--- src/rtl/des_key_sched.sv ---
// Sequential DES key schedule: PC-1 once, then one C/D rotation per accepted subkey.
// Optional reverse (decrypt) order enabled by `define DES_KEY_SCHED_DECRYPT_EN.
module key_pc2 (
  input  logic [55:0] cd,
  output logic [47:0] subkey
);
  localparam int PC2 [48] = '{14, 17, 11, 24,  1,  5,  3, 28, 15,  6, 21, 10,
                              23, 19, 12,  4, 26,  8, 16,  7, 27, 20, 13,  2,
                              41, 52, 31, 37, 47, 55, 30, 40, 51, 45, 33, 48,
                              44, 49, 39, 56, 34, 53, 46, 42, 50, 36, 29, 32};
  always_comb begin
    subkey = '0;
    for (int j = 0; j < 48; j++) subkey[47-j] = cd[PC2[j]-1];
  end
endmodule

module des_key_sched #(
  parameter logic [15:0] SHIFT_MASK = 16'h8103
) (
  input  logic        clk,
  input  logic        rst,
  input  logic [63:0] key_in,
  input  logic        key_valid,
  output logic        key_ready,
  input  logic        mode,
  output logic [47:0] subkey,
  output logic [3:0]  round,
  output logic        subkey_valid,
  input  logic        subkey_ready,
  output logic        last,
  output logic        busy
);
  typedef enum logic {IDLE, EMIT} state_e;

  localparam int PC1 [56] = '{57, 49, 41, 33, 25, 17,  9,  1, 58, 50, 42, 34, 26, 18,
                              10,  2, 59, 51, 43, 35, 27, 19, 11,  3, 60, 52, 44, 36,
                              63, 55, 47, 39, 31, 23, 15,  7, 62, 54, 46, 38, 30, 22,
                              14,  6, 61, 53, 45, 37, 29, 21, 13,  5, 28, 20, 12,  4};

  state_e      state_q, state_d;
  logic [55:0] cd_q, cd_d;
  logic [3:0]  round_q, round_d;
  logic [55:0] pc1_key;
  logic        load_dec;
  logic        dec_q, dec_d;
  logic [3:0]  final_round;

  function automatic logic [55:0] pc1(input logic [63:0] k);
    logic [55:0] p;
    p = '0;
    for (int i = 0; i < 56; i++) p[i] = k[64-PC1[i]];
    return p;
  endfunction

  // h[0] is DES bit 1, so a DES left rotate moves bits toward index 0.
  function automatic logic [27:0] rot_half(input logic [27:0] h, input logic one,
                                           input logic right);
    if (right) return one ? {h[26:0], h[27]}   : {h[25:0], h[27:26]};
    else       return one ? {h[0],    h[27:1]} : {h[1:0],  h[27:2]};
  endfunction

  function automatic logic [55:0] rot_cd(input logic [55:0] c, input logic one,
                                         input logic right);
    return {rot_half(c[55:28], one, right), rot_half(c[27:0], one, right)};
  endfunction

`ifdef DES_KEY_SCHED_DECRYPT_EN
  assign load_dec = mode;
`else
  logic unused_mode;
  assign unused_mode = mode;
  assign load_dec    = 1'b0;
`endif

  assign pc1_key     = pc1(key_in);
  assign final_round = dec_q ? 4'd0 : 4'd15;

  always_comb begin
    state_d = state_q;
    cd_d    = cd_q;
    round_d = round_q;
    dec_d   = dec_q;
    case (state_q)
      IDLE: if (key_valid && key_ready) begin
        state_d = EMIT;
        dec_d   = load_dec;
        if (load_dec) begin
          cd_d    = pc1_key;
          round_d = 4'd15;
        end else begin
          cd_d    = rot_cd(pc1_key, SHIFT_MASK[0], 1'b0);
          round_d = 4'd0;
        end
      end
      EMIT: if (subkey_ready) begin
        if (round_q == final_round) begin
          state_d = IDLE;
        end else if (dec_q) begin
          cd_d    = rot_cd(cd_q, SHIFT_MASK[round_q], 1'b1);
          round_d = round_q - 4'd1;
        end else begin
          cd_d    = rot_cd(cd_q, SHIFT_MASK[round_q + 4'd1], 1'b0);
          round_d = round_q + 4'd1;
        end
      end
      default: state_d = IDLE;
    endcase
  end

  always_ff @(posedge clk) begin
    if (rst) begin
      state_q <= IDLE;
      cd_q    <= '0;
      round_q <= '0;
      dec_q   <= 1'b0;
    end else begin
      state_q <= state_d;
      cd_q    <= cd_d;
      round_q <= round_d;
      dec_q   <= dec_d;
    end
  end

  key_pc2 u_pc2 (.cd(cd_q), .subkey(subkey));

  assign subkey_valid = (state_q == EMIT);
  assign busy         = (state_q == EMIT);
  assign key_ready    = (state_q == IDLE) && !rst;
  assign round        = round_q;
  assign last         = subkey_valid && (round_q == final_round);
endmodule

--- config.mk ---
export PLATFORM = sky130hd
export DESIGN_NAME = des_key_sched
export DESIGN_NICKNAME = d
export VERILOG_FILES = /design/src/rtl/des_key_sched.sv
export SDC_FILE = /design/constraint.sdc
export NUM_CORES = 1
export LEC_CHECK = 0
export BUFFER_PORTS_ARGS = -buffer_cell sky130_fd_sc_hd__clkbuf_2
export CORE_UTILIZATION = 51
export DETAILED_ROUTE_END_ITERATION = 7
export PLACE_DENSITY = 0.83
export SETUP_SLACK_MARGIN = 0.3
export SYNTH_ARGS = -nofsm -noshare
export SYNTH_HDL_FRONTEND = slang
export SYNTH_SLANG_ARGS = --single-unit
--- constraint.sdc ---
create_clock -name clk -period 2.45 [get_ports clk]
set_clock_uncertainty 0.2 [all_clocks]
set_input_delay 0.1225 -clock clk [delete_from_list [all_inputs] [get_ports clk]]
set_output_delay 0.1225 -clock clk [all_outputs]
set_load 0.02 [all_outputs]
==> impl_metrics.toml <==
[worst_setup_path]
rr_worst_depth = 8
critPathArrivalTime_ns = 2.18
critPathSlowestCell = "dfxtp_4"
crit_chain = "ha_4 -> nand2b_4 -> o21ai_2 -> a311oi_4 -> buf_6 -> buf_12 -> mux2i_1 -> o21ai_1"
setup.worst_path.end_class = "flop"
path_max_fanout = 7
path_delay_family = "compound AO/OA/AOI/OAI gates"
worstPathRequired_ns = 2.45
path_class = "reg2reg"
path_buf_inv = 2
startpoint_type = "flop"
worstSetupPathDepth = 8
max_stage_delay_ns = 0.36

[global_routing]
grt.overflow.total = 0
grt_pass1_vias = 3395
gr-usage-all-layers_pct = 27.7
antenna_found_initial = 0
grt_max_degree = 55
grt_pass1_wl_um = 16600

[drt]
routedLengthMet1_um = 4790
routed_wirelength_um = 11300
drt-initial-drc-count = 234
drc = 0
wl_per_cell_um = 18.1
dr.pass1.iters = 4
route.vias.total = 3688
dr_wl_met2_um = 5680
ant_nets = 0
viasPerCell = 5.91
dr.max_layer_used = "met4"
wl_met3_um = 566

[floorplanning]
die_w_um = 87.6
num_rows = 30
num_io_pins = 125
dieArea_mm2 = 0.00767
start_util_pct = 53.8
dieHeight_um = 87.6
core_area_mm2 = 0.00694

[synthesis]
synth-edff-count = 0
synthSimpleGateAreaFrac_pct = 16.1
ys_seq_area_share_pct = 32.7
netlist_instances = 414
synth.yosys.warnings = 0
ys.flop_type = "dfxtp_1"
synth_top_area_cell = "dfxtp_1"
synth_area_mm2 = 0.00374
yosys-mux-area-fraction_pct = 15.0
synth_fa_ha_area_share_pct = 0.335
synth_xor_area_share_pct = 0
synth_compound_area_share_pct = 19.0
synth.area.top_cells = "dfxtp_1 (33%), mux2i_1 (15%), and4_1 (13%)"
synth-async-reset-ratio_pct = 0
synth_cell_type_count = 32
synth.avg_cell_area_um2 = 9.03
synth_top_cell_area_share_pct = 32.7
ys_seq_elements = 61
syn-num-nets = 484
synth_top_family_by_area = "compound AO/OA/AOI/OAI gates"

[cells_and_area]
final_common_cell = "clkbuf_2"
final_cells = 624
final_cell_mix = "clkbuf_2 (115), dfxtp_1 (59), a31oi_1 (57)"
final_util_pct = 71.7
syn_to_final_growth_pct = 33.2
num-nets-final = 595
n_antenna_cell = 0
layout-drive-gt1-share_pct = 32.0
post-route-cell-area_mm2 = 0.00498

[sta]
drv_slew = 0
fin_crit_sh_pct = 88.9
slew_headroom_pct = 67.3
rsz0062_at_grt = "yes"
max_freq_mhz = 459
hold_viol = 0
fin_crit_ns = 2.18
whs_ns = 0.0177
final.setup.worst_slack_ns = 0.271
finalSetupViolCount = 0
setup-tns-final_ns = 0
tightest_slew_ns = 0.491

[job]
drv_cap = 0

[placement]
dp_cells = 543
place_hpwl_um = 5830
gp_congestion = 0.877
place_area_mm2 = 0.00397
port-buffer-count = 115
dp_slack_ns = 0.118

[clock_network]
clkSinkCount = 61
clkLatencyLatePin_ns = 0.32
tritoncts = "built"
numCtsBuffers = 9
cts_buffer_depth = 2
clock-root-buffer = "clkbuf_8"
htreeDepth = 3
path_clk_slew_ns = 0.06

[power_and_ir_drop]
leakage_nw = 1.98
max-vdd-ir-drop_mv = 0.386
p_total_mw = 2.63
powerDensity_mw_per_mm2 = 529

[hold_path]
hold_depth = 4
hp-class = "in2reg"

[outcome]
outcome = "completed"
==> synthesized netlist by cell type, drive strengths merged, types with 2 or more instances <==
cell type / n
nand3: 8
nor3: 2
nor2: 5
a31oi: 57
buf: 65
nand2: 5
o211ai: 2
clkbuf: 27
and4: 54
dfxtp: 61
mux2i: 56
a21oi: 3
o21ai: 55
a211oi: 2
inv: 4
==> worst reg2reg max path: cells and delay by family (launching register included) <==
family / cells / cell delay, ns
and+or+nand+nor: 1 / 0.13
muxes: 1 / 0.24
adders and majority gates: 1 / 0.27
AOI/OAI and AO/OA: 3 / 0.50
buffers and inverters: 2 / 0.36
DFF: 1 / 0.36
==> state kept, by name (all words and copies together) (netlist names) <==
| signal | cells |
|---|---|
| cd_q | 56 |
| round | 4 |
| busy | 1 |
==> area by class of cell <==
type | count | area [um2]
fillers | 521 | 1970
multi-input cells | 257 | 1960
repair buffers | 192 | 1470
flip-flops and latches | 61 | 1230
clock buffers | 13 | 179
well taps | 96 | 120
inverters | 4 | 15.0
clock inverters | 1 | 5.00
==> worst paths after layout <==
path	endpoint	from	slack, ns
worst max register to register	cd_q[1]$_SDFFE_PP0P_	round[0]$_SDFFE_PP0P_	0.27
worst min register to register	cd_q[53]$_SDFFE_PP0P_	cd_q[53]$_SDFFE_PP0P_	0.32
worst min-delay path	cd_q[21]$_SDFFE_PP0P_	key_in[53]	0.02
worst max-delay path	cd_q[1]$_SDFFE_PP0P_	round[0]$_SDFFE_PP0P_	0.27
==> per-layer routing <==
layer  GRT usage [%]  vias to the layer above
met4            11.0                        0
met1            34.9                     1750
met2            48.1                      153
met5               0                        -
li1                -                     1763
met3            3.86                       22
==> report_power, final <==
part,switching (mW),internal (mW)
clock network,0.361,0.465
logic,0.351,0.313
registers,0.0822,1.06
==> what timing repair did <==
action,in CTS,in global routing
hold endpoints to repair,57,0
gates cloned,2,5
gates resized for setup,5,13
buffers inserted,2,4
pin swaps,1,4
setup endpoints to repair,56,56
hold buffers,54,0
==> kinds of logic (layout without fill, tap and decap cells) <==
family	count (synthesis)	after routing
AO/OA/AOI/OAI	122	122
buffers and inverters	96	210
multiplexers	56	56
flip-flops	61	61
adder cells (fa/ha/maj)	1	1
AND/OR/NAND/NOR	78	78
Power figures use the tool's default switching activity.
